==> src/rtl/vex_uop_sequencer.sv <==
// Vector issue sequencer: splits one vector instruction into lane-wide micro-ops for vex.
// Optional VEX_SEQ_STATS_EN adds micro-op transfer and stall counters.
module vex_uop_sequencer #(
  parameter int VECTOR_REGISTERS = 32,
  parameter int VECTOR_LANES     = 8,
  parameter int VREG_ELEMS       = 8,
  localparam int RW    = $clog2(VECTOR_REGISTERS),
  localparam int MAXVL = 8 * VREG_ELEMS,
  localparam int VL_W  = $clog2(MAXVL) + 1
) (
  input  logic                    clk,
  input  logic                    rst,
  input  logic                    instr_valid_i,
  output logic                    instr_ready_o,
  input  logic [VL_W-1:0]         vl_i,
  input  logic [RW-1:0]           dst_i,
  input  logic [RW-1:0]           src1_i,
  input  logic [RW-1:0]           src2_i,
  input  logic                    is_rdc_i,
  input  logic                    flush_i,
  input  logic                    vex_idle_i,
  output logic                    uop_valid_o,
  input  logic                    uop_ready_i,
  output logic [RW-1:0]           uop_dst_o,
  output logic [RW-1:0]           uop_src1_o,
  output logic [RW-1:0]           uop_src2_o,
  output logic [VECTOR_LANES-1:0] uop_lane_en_o,
  output logic                    uop_head_o,
  output logic                    uop_end_o,
  output logic                    uop_is_rdc_o,
  output logic                    busy_o,
  output logic [31:0]             stat_uops_o,
  output logic [31:0]             stat_stall_o
);

  localparam int EW = VL_W + 1;
  localparam int SW = VL_W + RW;

  typedef enum logic [1:0] {IDLE, ISSUE, DRAIN} state_t;

  state_t          state;
  logic [VL_W-1:0] vl_q, elem_q;
  logic [RW-1:0]   dst_q, src1_q, src2_q;

  logic                    accept;
  logic [VL_W-1:0]         vl_clamp, sel_vl, sel_elem;
  logic [RW-1:0]           sel_dst, sel_src1, sel_src2;
  logic [RW-1:0]           n_dst, n_src1, n_src2;
  logic [VECTOR_LANES-1:0] n_lane;
  logic                    n_end;

  function automatic logic [RW-1:0] phys(input logic [RW-1:0] base, input logic [VL_W-1:0] elem);
    logic [SW-1:0] sum;
    sum = SW'(base) + SW'(elem / VL_W'(VREG_ELEMS));
    return RW'(sum % SW'(VECTOR_REGISTERS));
  endfunction

  assign accept   = (state == IDLE) && instr_ready_o && instr_valid_i;
  assign vl_clamp = (vl_i > VL_W'(MAXVL)) ? VL_W'(MAXVL) : vl_i;

  // Fields for the micro-op to be presented next: the first one of a new
  // instruction while idle, otherwise the one after the current micro-op.
  always_comb begin
    sel_vl   = vl_q;
    sel_dst  = dst_q;
    sel_src1 = src1_q;
    sel_src2 = src2_q;
    sel_elem = elem_q + VL_W'(VECTOR_LANES);
    if (state == IDLE) begin
      sel_vl   = vl_clamp;
      sel_dst  = dst_i;
      sel_src1 = src1_i;
      sel_src2 = src2_i;
      sel_elem = '0;
    end
    n_dst  = phys(sel_dst, sel_elem);
    n_src1 = phys(sel_src1, sel_elem);
    n_src2 = phys(sel_src2, sel_elem);
    n_lane = '0;
    for (int unsigned k = 0; k < VECTOR_LANES; k++)
      n_lane[k] = (EW'(sel_elem) + EW'(k)) < EW'(sel_vl);
    n_end = (EW'(sel_elem) + EW'(VECTOR_LANES)) >= EW'(sel_vl);
  end

  always_ff @(posedge clk) begin
    if (rst) begin
      state         <= IDLE;
      vl_q          <= '0;
      elem_q        <= '0;
      dst_q         <= '0;
      src1_q        <= '0;
      src2_q        <= '0;
      instr_ready_o <= 1'b1;
      busy_o        <= 1'b0;
      uop_valid_o   <= 1'b0;
      uop_dst_o     <= '0;
      uop_src1_o    <= '0;
      uop_src2_o    <= '0;
      uop_lane_en_o <= '0;
      uop_head_o    <= 1'b0;
      uop_end_o     <= 1'b0;
      uop_is_rdc_o  <= 1'b0;
    end else begin
      case (state)
        IDLE: begin
          instr_ready_o <= 1'b1;
          busy_o        <= 1'b0;
          if (accept) begin
            vl_q          <= vl_clamp;
            dst_q         <= dst_i;
            src1_q        <= src1_i;
            src2_q        <= src2_i;
            elem_q        <= '0;
            uop_is_rdc_o  <= is_rdc_i;
            instr_ready_o <= 1'b0;
            busy_o        <= 1'b1;
            // vl==0 stays idle but blocks acceptance for one cycle
            if (vl_clamp != '0) begin
              state         <= ISSUE;
              uop_valid_o   <= 1'b1;
              uop_dst_o     <= n_dst;
              uop_src1_o    <= n_src1;
              uop_src2_o    <= n_src2;
              uop_lane_en_o <= n_lane;
              uop_head_o    <= 1'b1;
              uop_end_o     <= n_end;
            end
          end
        end
        ISSUE: begin
          if (flush_i || (uop_ready_i && uop_end_o && !uop_is_rdc_o)) begin
            state         <= IDLE;
            uop_valid_o   <= 1'b0;
            instr_ready_o <= 1'b1;
            busy_o        <= 1'b0;
          end else if (uop_ready_i && uop_end_o) begin
            state       <= DRAIN;
            uop_valid_o <= 1'b0;
          end else if (uop_ready_i) begin
            elem_q        <= sel_elem;
            uop_dst_o     <= n_dst;
            uop_src1_o    <= n_src1;
            uop_src2_o    <= n_src2;
            uop_lane_en_o <= n_lane;
            uop_head_o    <= 1'b0;
            uop_end_o     <= n_end;
          end
        end
        DRAIN: begin
          if (flush_i || vex_idle_i) begin
            state         <= IDLE;
            instr_ready_o <= 1'b1;
            busy_o        <= 1'b0;
          end
        end
        default: state <= IDLE;
      endcase
    end
  end

`ifdef VEX_SEQ_STATS_EN
  logic [31:0] uops_q, stall_q;

  always_ff @(posedge clk) begin
    if (rst) begin
      uops_q  <= '0;
      stall_q <= '0;
    end else begin
      if (uop_valid_o && uop_ready_i)  uops_q  <= uops_q + 32'd1;
      if (uop_valid_o && !uop_ready_i) stall_q <= stall_q + 32'd1;
    end
  end

  assign stat_uops_o  = uops_q;
  assign stat_stall_o = stall_q;
`else
  assign stat_uops_o  = '0;
  assign stat_stall_o = '0;
`endif

endmodule

==> config.mk <==
export PLATFORM = sky130hd
export DESIGN_NAME = vex_uop_sequencer
export DESIGN_NICKNAME = d
export VERILOG_FILES = /design/src/rtl/vex_uop_sequencer.sv
export SDC_FILE = /design/constraint.sdc
export NUM_CORES = 1
export LEC_CHECK = 0
export BUFFER_PORTS_ARGS = -buffer_cell sky130_fd_sc_hd__buf_2
export CELL_PAD_IN_SITES_DETAIL_PLACEMENT = 1
export CELL_PAD_IN_SITES_GLOBAL_PLACEMENT = 2
export CORE_MARGIN = 2
export CORE_UTILIZATION = 29
export CTS_BUF_LIST = sky130_fd_sc_hd__clkbuf_2
export DETAILED_ROUTE_END_ITERATION = 8
export GPL_TIMING_DRIVEN = 1
export PLACE_DENSITY_LB_ADDON = 0.08
export SETUP_SLACK_MARGIN = 0.4
export SLEW_MARGIN = 0
export SYNTH_ARGS = -nofsm -noshare
export SYNTH_HDL_FRONTEND = slang
export SYNTH_SLANG_ARGS = --single-unit
==> constraint.sdc <==
create_clock -name clk -period 3.55 [get_ports clk]
set_input_delay 1.065 -clock clk [delete_from_list [all_inputs] [get_ports clk]]
set_output_delay 1.065 -clock clk [all_outputs]
set_load 0.01 [all_outputs]
==> metrics list <==
- DRC violation count after routing: 0
- Vias after detailed routing: 4502
- In this run, CTS created clock tree buffers numbering 9.
- Most repeated cell in the gate-level netlist after synthesis: nand2_1
* Post-synthesis xor/xnor area fraction: 0.0751
* Most used flip-flop cell after synthesis: dfxtp_1
- Source of the worst register-to-register timing path: state[0]$_SDFFE_PP0P_
* Outcome: finished, final reports clean
- Filler-free cell count of the finished design: 954
- Number of placed I/O pins: 122
- The first global-routing pass estimated 26500 microns of wire.
- The worst setup path is launched from a flop.
* Largest clock skew in the final design: 44.8 ps
- For the worst setup path, the data arrival time is 3430 ps.
- TritonCTS built the clock tree.
- Crit Path Category: flop to flop
- Largest area contributor in the synthesized netlist: dfxtp_1
* Internal power: 1440 uW
- DRT iter0 DRCs: 112
- Cell depth of the worst flop-to-flop path: 12
- In this run the critical register-to-register path is captured at uop_lane_en_o[4]$_SDFFE_PP0P_.
- Of the post-synthesis cell area, the dominant cell type holds 0.229.
- Maximum number of pins on one net before global-route repair: 47
* Cell area after layout: 0.00579 sq mm
- Of the available clock period, the critical path in the final layout requires 0.829.
- Post-synthesis share of cell area spent on full adders, half adders and majority gates: 0.171
- Clock tree synthesis found a total of 60 sinks.
- Of the total power, the clock network draws 0.190.
- The worst path in the final design needs a cycle of 2940 ps, including I/O delays and setup.
* Via-per-instance ratio: 4.72
* Root cell of the clock tree: clkbuf_2
- Number of placed cells counting well taps: 936
- RePlAce Congestion: 0.822
- Wire length after detailed routing: 16900 microns
- The initial utilization of the core area, before any placement, comes to 0.294.
- For met3 alone, demand over resource in global routing was 0.0366.
- Counting flops with a built-in enable in the synthesized netlist gives 0.
* Critical path required time: 4030 ps
- In this run the deepest clock path goes through 2 buffers.
* Netlist cell types: 58
- For this run, global-route usage on met1 was measured as 0.217.
* Setup crit start: state[0]$_SDFFE_PP0P_
- Share of async-settable or async-resettable flops after synthesis: 0
- Type of the most critical hold path: flop to flop
- After synthesis, the largest family of logic cells by area is adder cells.
* VDD IR-drop max: 0.183 mV
* Half-perimeter wire length of the detailed placement result: 12900 microns
* Mapped cell area: 0.00525 sq mm
* Crit-path max FO: 40
* Top area cells in the synthesized netlist: dfxtp_1 (23%), ha_1 (16%), buf_4 (9.6%)
- Setup violations remaining at the end of the flow were counted as 0.
- Site row count: 49
- Initial antenna violation count: 1
- Number of slew-limit violations in the final report: 0
* Synthesis-to-finish area growth: 10.2%
- Synth Area in Compound Gates: 0.163
- The pre-antenna-repair detailed-routing pass consisted of 4 iterations.
- Die width: 139 microns
* Share of power burned in registers: 0.331
* Multiplexer area fraction after synthesis: 0.0491
- Max Cap Violations: 0
* Number of nets still failing antenna checks after routing: 0
- Post-placement setup slack: 300 ps
- Setup slack of the most critical reg-to-reg path: 610 ps
- Setup repair after global routing could not meet its margin everywhere.
* DIE AREA: 0.0192 sq mm
- The clock tree synthesis step divided the H-tree into 3 levels.
- The worst pin sits at a relative slew slack of 0.521.
- After technology mapping, the gate count stands at 657.
- Number of storage elements in the synthesis netlist: 60
* Part of the power in combinational logic: 0.479
- Via count of the first global-routing pass: 4707
- For the final routed database, the setup TNS stands at 0 ps.
* Total number of yosys warnings: 0
- In this run the worst setup path terminates at uop_lane_en_o[4]$_SDFFE_PP0P_.
* Number of port buffers: 57
- After synthesis, the most frequently instantiated cells are nand2_1 (95), a21oi_1 (71), buf_4 (67), ha_1 (67), dfxtp_1 (60).
- GR Util All Layers: 0.177
* Core area: 0.0178 sq mm
* Post-CTS setup repair buffer count: 0
- M2 GR Usage: 0.305
- In this run the most used layer during global routing was met2.
- A synthesized cell averages 7.99 sq um.
- Share of post-route cells with drive strength above 1: 0.185
- Total congestion overflow after global routing: 0
- Post-synthesis sequential area ratio: 0.229
- Based on the critical path, the design can be clocked at up to 340 MHz.
- In this run the power density over the cells is 447 mW/mm^2.
* Area of placed instances: 0.00563 sq mm
- After detailed routing, the average wire length per cell comes to 17.7 microns.
- The number of failing hold endpoints at the final stage is 0.
* NumNets Final: 817
- STA classifies the critical path endpoint as a flop.
- Clock latency on the worst-skew pair: 580 ps
- Clock slew at reported path FFs: 240 ps
- Summed over all cells, the static leakage comes to 0.00277 uW.
* Post-synthesis simple-gate area fraction: 0.168
- Vert. Die Dim: 139 microns
* Worst path setup slack after routing: 605 ps
* Worst Max-Slew Pin Slew: 715 ps
- Of the total power, the share spent switching nets is 0.444.
- Switching component of the power: 1150 uW
* Post-CTS Hold Fix Bufs: 0
[power groups by stage]
stage | Sequential [uW] | Clock [uW] | Combinational (uW)
detailed placement | 871 | 0 | 1250
CTS | 858 | 526 | 1250
global route | 871 | 549 | 1390
floorplan | 892 | 0 | 868
finish | 855 | 491 | 1240
global placement | 871 | 0 | 1220
[layout by cell type (no fill, tap or decap), types with 5 or more instances in the layout]
cell type and count:
nand3_1 6, inv_1 25, and2b_1 5, xor2_1 11, nand2_1 95, nand4_1 5
clkbuf_2 10, dfxtp_1 58, ha_1 63, nor3_1 7, mux2_2 14, xnor2_1 34
buf_4 25, nor2_1 45, nor2b_1 6, conb_1 64, a211oi_1 10, a21o_1 12
mux2i_1 8, a21oi_1 71, o21ai_0 12, buf_2 57
[how the worst min path moves through the flow]
stage	startpoint	endpoint	slack [ps]	cells past startpoint
6_report	uop_src2_o[2]$_SDFFE_PP0P_	uop_src2_o[2]$_SDFFE_PP0P_	460	2
5_1_grt	src2_q[3]$_SDFFE_PP0P_	src2_q[3]$_SDFFE_PP0P_	490	2
4_1_cts	uop_src2_o[2]$_SDFFE_PP0P_	uop_src2_o[2]$_SDFFE_PP0P_	470	2
3_5_place_dp	uop_src2_o[2]$_SDFFE_PP0P_	uop_src2_o[2]$_SDFFE_PP0P_	440	2
3_3_place_gp	src1_q[2]$_SDFFE_PP0P_	src1_q[2]$_SDFFE_PP0P_	440	2
2_1_floorplan	dst_q[0]$_SDFFE_PP0P_	dst_q[0]$_SDFFE_PP0P_	430	2
[logic make-up after synthesis]
group,count (synthesis)
flops,60
other cells,1
simple gates,196
mux,24
xor+xnor,45
fa+ha+maj,70
buf+inv,123
compound gates,138
[timing repair]
action,4_1_cts,5_1_grt
pin swaps,1,2
setup endpoints to repair,1,8
gates resized for setup,3,10
[state kept, by name, summed over array words and instances, names as in the netlist, 2 cells and up]
signal / cells
elem_q: 7
uop_lane_en_o: 8
vl_q: 7
uop_src2_o: 5
uop_dst_o: 5
src1_q: 5
state: 2
uop_src1_o: 5
src2_q: 5
dst_q: 5
[area by class of cell]
class,count,area [sq um]
fill,2207,12100
multi-input combinational,537,3570
sequential,60,1200
timing repair buffer,83,493
tap,229,287
inverter,27,104
clock inverter,6,72.6
clock buffer,10,50.0
antenna,2,5.00
[routing by layer]
metal | vias to the layer above | share of wire
met5 | - | 0
met4 | 0 | 0.037
met3 | 27 | 0.038
met2 | 94 | 0.48
met1 | 2146 | 0.44
li1 | 2235 | -
[through the flow]
| stage | total power (uW) | hold WS, ps | utilization |
|---|---|---|---|
| 3_5_place_dp | 2120 | 444 | 0.316 |
| 2_1_floorplan | 1760 | 434 | - |
| 4_1_cts | 2640 | 471 | 0.323 |
| 6_report | 2590 | 464 | 0.324 |
| 3_3_place_gp | 2090 | 440 | 0.316 |
| 5_1_grt | 2810 | 491 | 0.324 |
[critical path, stage by stage, from the launching register on]
cell,delay [ps]
dfxtp_2,390
inv_1,90
ha_2,340
buf_12,300
nor2b_1,80
mux2_2,410
xnor2_1,270
ha_1,300
a21oi_1,140
o21ai_0,110
nor3_1,170
o21ai_0,130
a21oi_1,150
Note: power is estimated with default switching activity, not from simulation.
